<file path="src/rtl/note_sequencer.sv">
// note_sequencer: steps through a small pattern memory of {dur, note} entries
// at a programmable tempo and offers each note code to the tone generator over
// a valid/ready handshake.
// Optional feature macro: MUSIC_SEQ_LOOP_EN (adds loop_i; the pattern repeats
// until stop instead of ending through FINISH).
module note_sequencer #(
  parameter int unsigned STEPS  = 16,
  parameter int unsigned NOTE_W = 6,
  parameter int unsigned DUR_W  = 2,
  parameter int unsigned TICK_W = 16
) (
  input  logic                       clk,
  input  logic                       rst_n,
  input  logic                       wr_en,
  input  logic [$clog2(STEPS)-1:0]   wr_addr,
  input  logic [DUR_W+NOTE_W-1:0]    wr_data,
  input  logic [$clog2(STEPS)-1:0]   len_i,
  input  logic [TICK_W-1:0]          tempo_i,
  input  logic                       start,
  input  logic                       stop,
`ifdef MUSIC_SEQ_LOOP_EN
  input  logic                       loop_i,
`endif
  output logic                       note_valid,
  output logic [NOTE_W-1:0]          note_code,
  input  logic                       note_ready,
  output logic                       busy,
  output logic [$clog2(STEPS)-1:0]   step_idx,
  output logic                       done
);

  localparam int unsigned IDX_W = $clog2(STEPS);
  localparam int unsigned ENT_W = DUR_W + NOTE_W;

  localparam logic [IDX_W-1:0]  IDX_ONE  = IDX_W'(1);
  localparam logic [TICK_W-1:0] TICK_ONE = TICK_W'(1);
  localparam logic [DUR_W-1:0]  DUR_ONE  = DUR_W'(1);

  typedef enum logic [2:0] {
    S_IDLE   = 3'd0,
    S_FETCH  = 3'd1,
    S_ISSUE  = 3'd2,
    S_HOLD   = 3'd3,
    S_FINISH = 3'd4
  } state_t;

  state_t            r_state;
  state_t            w_state_nx;

  logic [ENT_W-1:0]  r_mem [STEPS];
  logic [ENT_W-1:0]  w_entry;

  logic [IDX_W-1:0]  r_len;
  logic [IDX_W-1:0]  r_step;
  logic [TICK_W-1:0] r_tempo;
  logic [TICK_W-1:0] r_presc;
  logic [DUR_W-1:0]  r_dur;
  logic [DUR_W-1:0]  r_beat;
  logic [NOTE_W-1:0] r_note;
  logic              r_valid;
  logic              r_busy;
  logic              r_done;

  logic              w_accept;
  logic              w_beat;
  logic              w_note_end;
  logic              w_last;
  logic              w_loop;

  assign w_entry    = r_mem[r_step];
  assign w_accept   = (r_state == S_IDLE) && start && !stop;
  assign w_beat     = (r_presc == r_tempo);
  assign w_note_end = (r_state == S_HOLD) && w_beat && (r_beat == r_dur);
  // len 0 wraps to all-ones, which is exactly STEPS-1
  assign w_last     = (r_step == IDX_W'(r_len - IDX_ONE));

`ifdef MUSIC_SEQ_LOOP_EN
  logic r_loop;

  // Loop mode is sampled once per playback, alongside length and tempo
  always_ff @(posedge clk or negedge rst_n) begin
    if (!rst_n) begin
      r_loop <= 1'b0;
    end else if (w_accept) begin
      r_loop <= loop_i;
    end
  end

  assign w_loop = r_loop;
`else
  assign w_loop = 1'b0;
`endif

  // State register
  always_ff @(posedge clk or negedge rst_n) begin
    if (!rst_n) begin
      r_state <= S_IDLE;
    end else begin
      r_state <= w_state_nx;
    end
  end

  // Next-state logic; stop overrides every non-idle transition
  always_comb begin
    w_state_nx = r_state;
    case (r_state)
      S_IDLE:   if (w_accept) w_state_nx = S_FETCH;
      S_FETCH:  w_state_nx = S_ISSUE;
      S_ISSUE:  if (r_valid && note_ready) w_state_nx = S_HOLD;
      S_HOLD:   if (w_note_end) w_state_nx = (w_last && !w_loop) ? S_FINISH : S_FETCH;
      S_FINISH: w_state_nx = S_IDLE;
      default:  w_state_nx = S_IDLE;
    endcase
    if (stop && (r_state != S_IDLE)) begin
      w_state_nx = S_IDLE;
    end
  end

  // Pattern memory: writable only while idle, deliberately not reset
  always_ff @(posedge clk) begin
    if (wr_en && (r_state == S_IDLE)) begin
      r_mem[wr_addr] <= wr_data;
    end
  end

  // Playback datapath: config capture, note latch, prescaler, beat count, step
  always_ff @(posedge clk or negedge rst_n) begin
    if (!rst_n) begin
      r_len   <= '0;
      r_tempo <= '0;
      r_step  <= '0;
      r_presc <= '0;
      r_beat  <= '0;
      r_dur   <= '0;
      r_note  <= '0;
      r_valid <= 1'b0;
      r_busy  <= 1'b0;
      r_done  <= 1'b0;
    end else begin
      r_valid <= (w_state_nx == S_ISSUE);
      r_busy  <= (w_state_nx != S_IDLE);
      r_done  <= (w_state_nx == S_FINISH);

      if (w_accept) begin
        r_len   <= len_i;
        r_tempo <= tempo_i;
        r_step  <= '0;
      end

      if ((r_state != S_IDLE) && (w_state_nx == S_IDLE)) begin
        r_note <= '0;
      end else if (r_state == S_FETCH) begin
        r_note <= w_entry[NOTE_W-1:0];
        r_dur  <= w_entry[ENT_W-1:NOTE_W];
      end

      if ((r_state == S_ISSUE) && (w_state_nx == S_HOLD)) begin
        r_presc <= '0;
        r_beat  <= '0;
      end else if (r_state == S_HOLD) begin
        // Prescaler never passes tempo, so an all-ones tempo cannot overflow
        if (w_beat) begin
          r_presc <= '0;
          r_beat  <= DUR_W'(r_beat + DUR_ONE);
        end else begin
          r_presc <= TICK_W'(r_presc + TICK_ONE);
        end
      end

      if ((r_state == S_HOLD) && (w_state_nx == S_FETCH)) begin
        r_step <= w_last ? '0 : IDX_W'(r_step + IDX_ONE);
      end
    end
  end

  assign note_valid = r_valid;
  assign note_code  = r_note;
  assign busy       = r_busy;
  assign step_idx   = r_step;
  assign done       = r_done;

endmodule

</file>
<file path="config.mk">
export PLATFORM = sky130hd
export DESIGN_NAME = note_sequencer
export DESIGN_NICKNAME = d
export VERILOG_FILES = /design/src/rtl/note_sequencer.sv
export SDC_FILE = /design/constraint.sdc
export NUM_CORES = 1
export LEC_CHECK = 0
export CAP_MARGIN = 0
export CORE_MARGIN = 10
export CORE_UTILIZATION = 25
export CTS_BUF_LIST = sky130_fd_sc_hd__clkbuf_8
export CTS_CLUSTER_DIAMETER = 150
export DETAILED_ROUTE_END_ITERATION = 7
export PLACE_DENSITY = 0.4
export SYNTH_ARGS = -nofsm -noshare
export SYNTH_HDL_FRONTEND = slang
export SYNTH_SLANG_ARGS = --single-unit
</file>
<file path="constraint.sdc">
create_clock -name clk -period 4.9 [get_ports clk]
set_input_delay 0.49 -clock clk [delete_from_list [all_inputs] [get_ports clk]]
set_output_delay 0.49 -clock clk [all_outputs]
set_load 0.01 [all_outputs]
</file>
# Word level (Yosys, flattened, before mapping)
# Memory sizes are Yosys's and may differ from the RTL's.
# Index checks and enable logic that the tools add are counted.
word_totals:
  n_memories: 1
  word_cells: 67
  inputBits: 38
  register_bits: 56
  output_inout_bits: 13
  ram_bits: 128
mem_list:
  columns: ["memory", "depth", "word_bits", "read_ports", "rd_clocked_by_memory_dff", "write_ports", "line_no", "source"]
  rows:
  - ["r_mem", 16, 8, 1, 0, 1, "50", "logic [ENT_W-1:0] r_mem [STEPS];"]
classes:
  addsub: 4
  n_eq_ne: 10
  mux: 19
  bitwise_logic: 1
  n_reduce_logical: 21
op_table:
  columns: ["operator", "count"]
  rows:
  - ["$mux 16", 3]
  - ["$add 16x1->16 const B", 1]
  - ["$eq 16x16->1", 1]
  - ["$mux 3", 5]
  - ["$eq 3x2->1 const B", 4]
  - ["$mux 4", 3]
  - ["$mux 6", 2]
  - ["$pmux 3 s4", 1]
  - ["$logic_and 1x1->1", 10]
  - ["$reduce_bool 2->1", 4]
  - ["$eq 3x1->1 const B", 2]
  - ["$logic_not 3->1", 2]
  - ["$mux 2", 3]
  - ["$reduce_bool 3->1", 2]
  - ["$add 4x1->4 const B", 1]
  - ["$eq 4x4->1", 1]
  - ["$reduce_and 2->1", 2]
  - ["$sub 4x1->4 const B", 1]
  - ["$eq 3x3->1 const B", 1]
  - ["$add 2x1->2 const B", 1]
  - ["$eq 2x2->1", 1]
  - ["$mux 1", 2]
  - ["$logic_not 1->1", 1]
  - ["$not 1->1", 1]

# Longest topological paths before layout
depth:
  word_depth: 10
  mapped_depth: 9
  depth_no_buf: 9

# Worst setup path after synthesis
# No wires, ideal clock.
synth_path:
  path_type: "register to register"
  start: "reg r_step[0] (netlist: step_idx[0])"
  end: "reg r_dur[1]"
  n_path_buf: 2
  t_required_ps: 4775
  synth_period_minus_slack_ps: 2517
  setup_slack_ps: 2383
  t_arrival_ps: 2393
  setup_ps: 125
  stages_incl_launch_ff: 6
  path_cell_list: "dfrtp_1 > clkbuf_1 > buf_2 > mux4_2 > mux4_2 > mux2_2"
synth_between:
  elab_chain_len: 9
  elab_cells_between_ends: 10
  cone_classes: "eq/ne: 1; mux: 4; bitwise: 1; reduce/logical: 3; memory: 1"
synth_lines:
  columns: ["element", "line_no", "source"]
  rows:
  - ["start: declaration", "54", "logic [IDX_W-1:0] r_step;"]
  - ["start signal: assignment", "171", "r_step <= w_last ? '0 : IDX_W'(r_step + IDX_ONE);"]
  - ["$eq 4x4->1", "75", "assign w_last = (r_step == IDX_W'(r_len - IDX_ONE));"]
  - ["$mux 3 (2 in series)", "110", "S_HOLD: if (w_note_end) w_state_nx = (w_last && !w_loop) ? S_FINISH : S_FETCH;"]
  - ["$pmux 3 s4", "106", "case (r_state)"]
  - ["$mux 3", "114", "if (stop && (r_state != S_IDLE)) begin"]
  - ["$logic_not 3->1", "150", "if ((r_state != S_IDLE) && (w_state_nx == S_IDLE)) begin"]
  - ["$logic_and 1x1->1", "150", null]
  - ["$not 1->1 (no source line)", null, null]
  - ["$reduce_and 2->1 (no source line)", null, null]
  - ["end signal: assignment", "154", "r_dur <= w_entry[ENT_W-1:NOTE_W];"]
  - ["end: declaration", "57", "logic [DUR_W-1:0] r_dur;"]
# Several ways; a longest one is shown, not always the timed one.
# A chain may end at the register's enable or synchronous reset.

# Final worst setup path
layout_path:
  start: "reg r_state[2]"
  end: "mem r_mem[0][6] (netlist bit) (enable)"
layout_between:
  elab_chain_len: 4
layout_lines:
  columns: ["element", "line_no", "source"]
  rows:
  - ["start: declaration", "47", "state_t r_state;"]
  - ["start signal: assignment", "99", "r_state <= w_state_nx;"]
  - ["$logic_not 3->1", "121", "if (wr_en && (r_state == S_IDLE)) begin"]
  - ["$logic_and 1x1->1", "121", null]
  - ["$mux 1", "121", null]
  - ["$mux 1 (not written as such)", "122", "r_mem[wr_addr] <= wr_data;"]
  - ["end: declaration", "50", null]
# No other way between the ends.

==> impl_metrics.tcl <==
set metrics [dict create \
    outcome "finished clean" \
    drc 0 \
    power_density_nw_per_um2 360 \
    drv_cap 0 \
    numCtsBuffers 17 \
    maxClockFrequency_ghz 0.320 \
    cts_tree "built" \
    skew_ns 0.0171 \
    crit_arrival_ns 3.22 \
    place_inst 892 \
    routed_via_density 4.39 \
    p_leak_nw 3.07 \
    core_area_um2 30500 \
    cp-end-kind "flip-flop" \
    total_power_mw 3.28 \
    r2r-start "r_state[2]$_DFF_PN0_" \
    p_sw_mw 0.936 \
    clk_latency_ns 0.48 \
    nets 556 \
    fp.dieW_um 196 \
    path_class "reg -> reg" \
    initial_core_util_pct 25.3 \
    syn_area_per_cell_um2 16.9 \
    synth_seq_area_share_pct 68.0 \
    ioPinCount 51 \
    row_count 64 \
    wire_per_inst_um 19.6 \
    place_hpwl_um 12500 \
    syn-num-nets 498 \
    worstRegToRegCells 4 \
    ys_async_sr_fraction_pct 30.4 \
    intPower_mw 2.34 \
    via_count 4060 \
    hold_buffers 0 \
    ir_worst_vdd_mv 0.188 \
    worst_slew_pin_slew_ns 1.23 \
    area_delta_synth_final_pct 17.9 \
    post_cts_buffers 0 \
    postRouteAntennaNets 0 \
    setup-tns-final_ns 0 \
    drt_iter0_drc 253 \
    seq_area_um2 5250 \
    synth_ff_type "edfxtp_1" \
    ys_ff_latch 184 \
    port_buffers 50 \
    drive_gt1_share_pct 21.8 \
    fp.dieH_um 196 \
    hold_viol 0 \
    synth.distinct_cells 46 \
    clk_pin_slew_ns 0.11 \
    multiInputGateArea_um2 2350 \
    gr-total-overflow 0 \
    synth_edf_count 128 \
    p_seq_share_pct 56.4 \
    maxSlewHeadroom_pct 17.0 \
    holdWs_ns 0.153 \
    grt_pass1_vias 4363 \
    grt_max_degree 57 \
    clk_path_buf_depth 2 \
    fin_crit_ns 3.12 \
    place.gp.congestion 0.763 \
    dr.pass1.iters 4 \
    critPathMaxFanout 11 \
    wirelength_um 18200 \
    synth_area_um2 7710 \
    hold_path_class "in -> async" \
    postCtsResizedCells 0 \
    yosysWarnings 0 \
    clock_power_share_pct 33.4 \
    final_cells 925 \
    p_sw_share_pct 28.6 \
    final_common_cell "edfxtp_1" \
    synth_cells 457 \
    slew_violations 0 \
    htreeDepth 4 \
    clock-sinks 184 \
    fill_cells 3010 \
    die_area_um2 38300 \
    cts-root-buf "clkbuf_8" \
    comb_power_share_pct 10.3 \
    rsz0062_at_grt "no" \
    grt_pass1_wl_um 28100 \
    worstPathRequired_ns 5.00 \
    setup_viol 0 \
    grt_antenna_before_repair 0 \
    grtUsageTotal_pct 9.77 \
    cp-start-kind "flip-flop" \
    fin_crit_sh_pct 63.7 \
    final_cell_mix "edfxtp_1 (128), dfrtp_1 (55), clkdlybuf4s50_1 (49)" \
    cp-startpoint "r_state[2]$_DFF_PN0_" \
]
## logic make-up (layout without fill, tap and decap cells)
family / Yosys count / after routing / synth area share (%)
AOI/OAI and AO/OA: 34 / 34 / 2.79
xor gates and xnor gates: 38 / 38 / 4.31
adders and majority gates: 3 / 3 / 0.487
buffers and inverters: 22 / 93 / 1.57
DFF: 184 / 184 / 68.0
muxes: 62 / 62 / 14.9
other: 0 / 1 / 0
and+or+nand+nor: 114 / 114 / 7.96
## worst max-delay path, cell delays in order, from the launching register on
cell,delay (ns)
dfrtp_1,0.51
nor3_1,0.73
nand2_1,0.15
or3_1,0.41
nor3_1,0.96
## cell type report
cell class / count / share of cell area [%]
sequential: 184 / 57.7
multi-input combinational: 251 / 25.8
timing repair buffer: 57 / 6.03
tap: 396 / 5.45
clock buffer: 17 / 2.57
clock inverter: 15 / 2.26
inverter: 4 / 0.165
antenna: 1 / 0.0275
## power groups by stage
stage	Combinational [mW]	Clock, mW	Sequential [mW]
after global routing	0.378	1.20	1.87
final	0.337	1.09	1.85
after CTS	0.347	1.14	1.85
after detailed placement	0.345	0	1.89
after global placement	0.342	0	1.88
after floorplan	0.226	0	1.85
## synth_stat cells (2+ instances only)
library cell	number	area share, %
edfxtp_1	128	50
dfrtp_1	56	18
mux4_2	40	12
nor2_1	40	1.9
xor2_1	30	3.4
mux2_2	22	3.2
nand2_1	16	0.78
a21oi_1	13	0.84
o21ai_0	12	0.78
nand3_1	10	0.65
clkbuf_1	8	0.39
xnor2_1	8	0.91
nand3b_1	6	0.58
nor3_1	6	0.39
nand4_1	5	0.41
and3_1	4	0.32
inv_1	4	0.19
nor2b_1	4	0.32
nor4b_1	4	0.45
buf_1	3	0.15
buf_2	3	0.19
ha_1	3	0.49
nor4_2	3	0.49
buf_6	2	0.29
clkbuf_8	2	0.36
nand2b_1	2	0.16
nor4_1	2	0.16
o211ai_1	2	0.19
or3_1	2	0.16
## metal layers
metal / routed length [um] / GRT usage [%] / share of wire [%]
met1: 8310 / 12.7 / 46
met2: 8910 / 15.6 / 49
met3: 737 / 2.57 / 4.1
met4: 192 / 2.83 / 1.1
met5: 0 / 0 / 0
## per-stage QoR
stage          instance area, um2  util (%)  worst slack (ns)
6_report                     9090      29.8              1.78
5_1_grt                      9090      29.8              1.47
4_1_cts                      9090      29.8              1.68
3_5_place_dp                 8650      28.4              1.70
3_3_place_gp                 8650      28.4              1.87
2_1_floorplan                7710         -              2.38
## worst paths after layout
path / end / slack, ns
hold reg to reg: r_tempo[1]$_DFFE_PN0P_ / 0.55
setup / recovery: r_mem[0][6]$_DFFE_PP_ / 1.78
max in group asynchronous: step_idx[0]$_DFFE_PN0P_ / 4.22
hold / removal: note_code[5]$_DFFE_PN0P_ / 0.15
setup reg to reg: r_mem[0][6]$_DFFE_PP_ / 1.78
min in group clk: r_tempo[1]$_DFFE_PN0P_ / 0.55
## registers in the layout, indices dropped and copies added (netlist names)
register and count:
r_mem 128, r_presc 16, r_tempo 16, note_code 6, r_len 4, step_idx 4, r_state 3, r_beat 2
r_dur 2, busy 1, done 1, note_valid 1
Power figures use the tool's default switching activity.
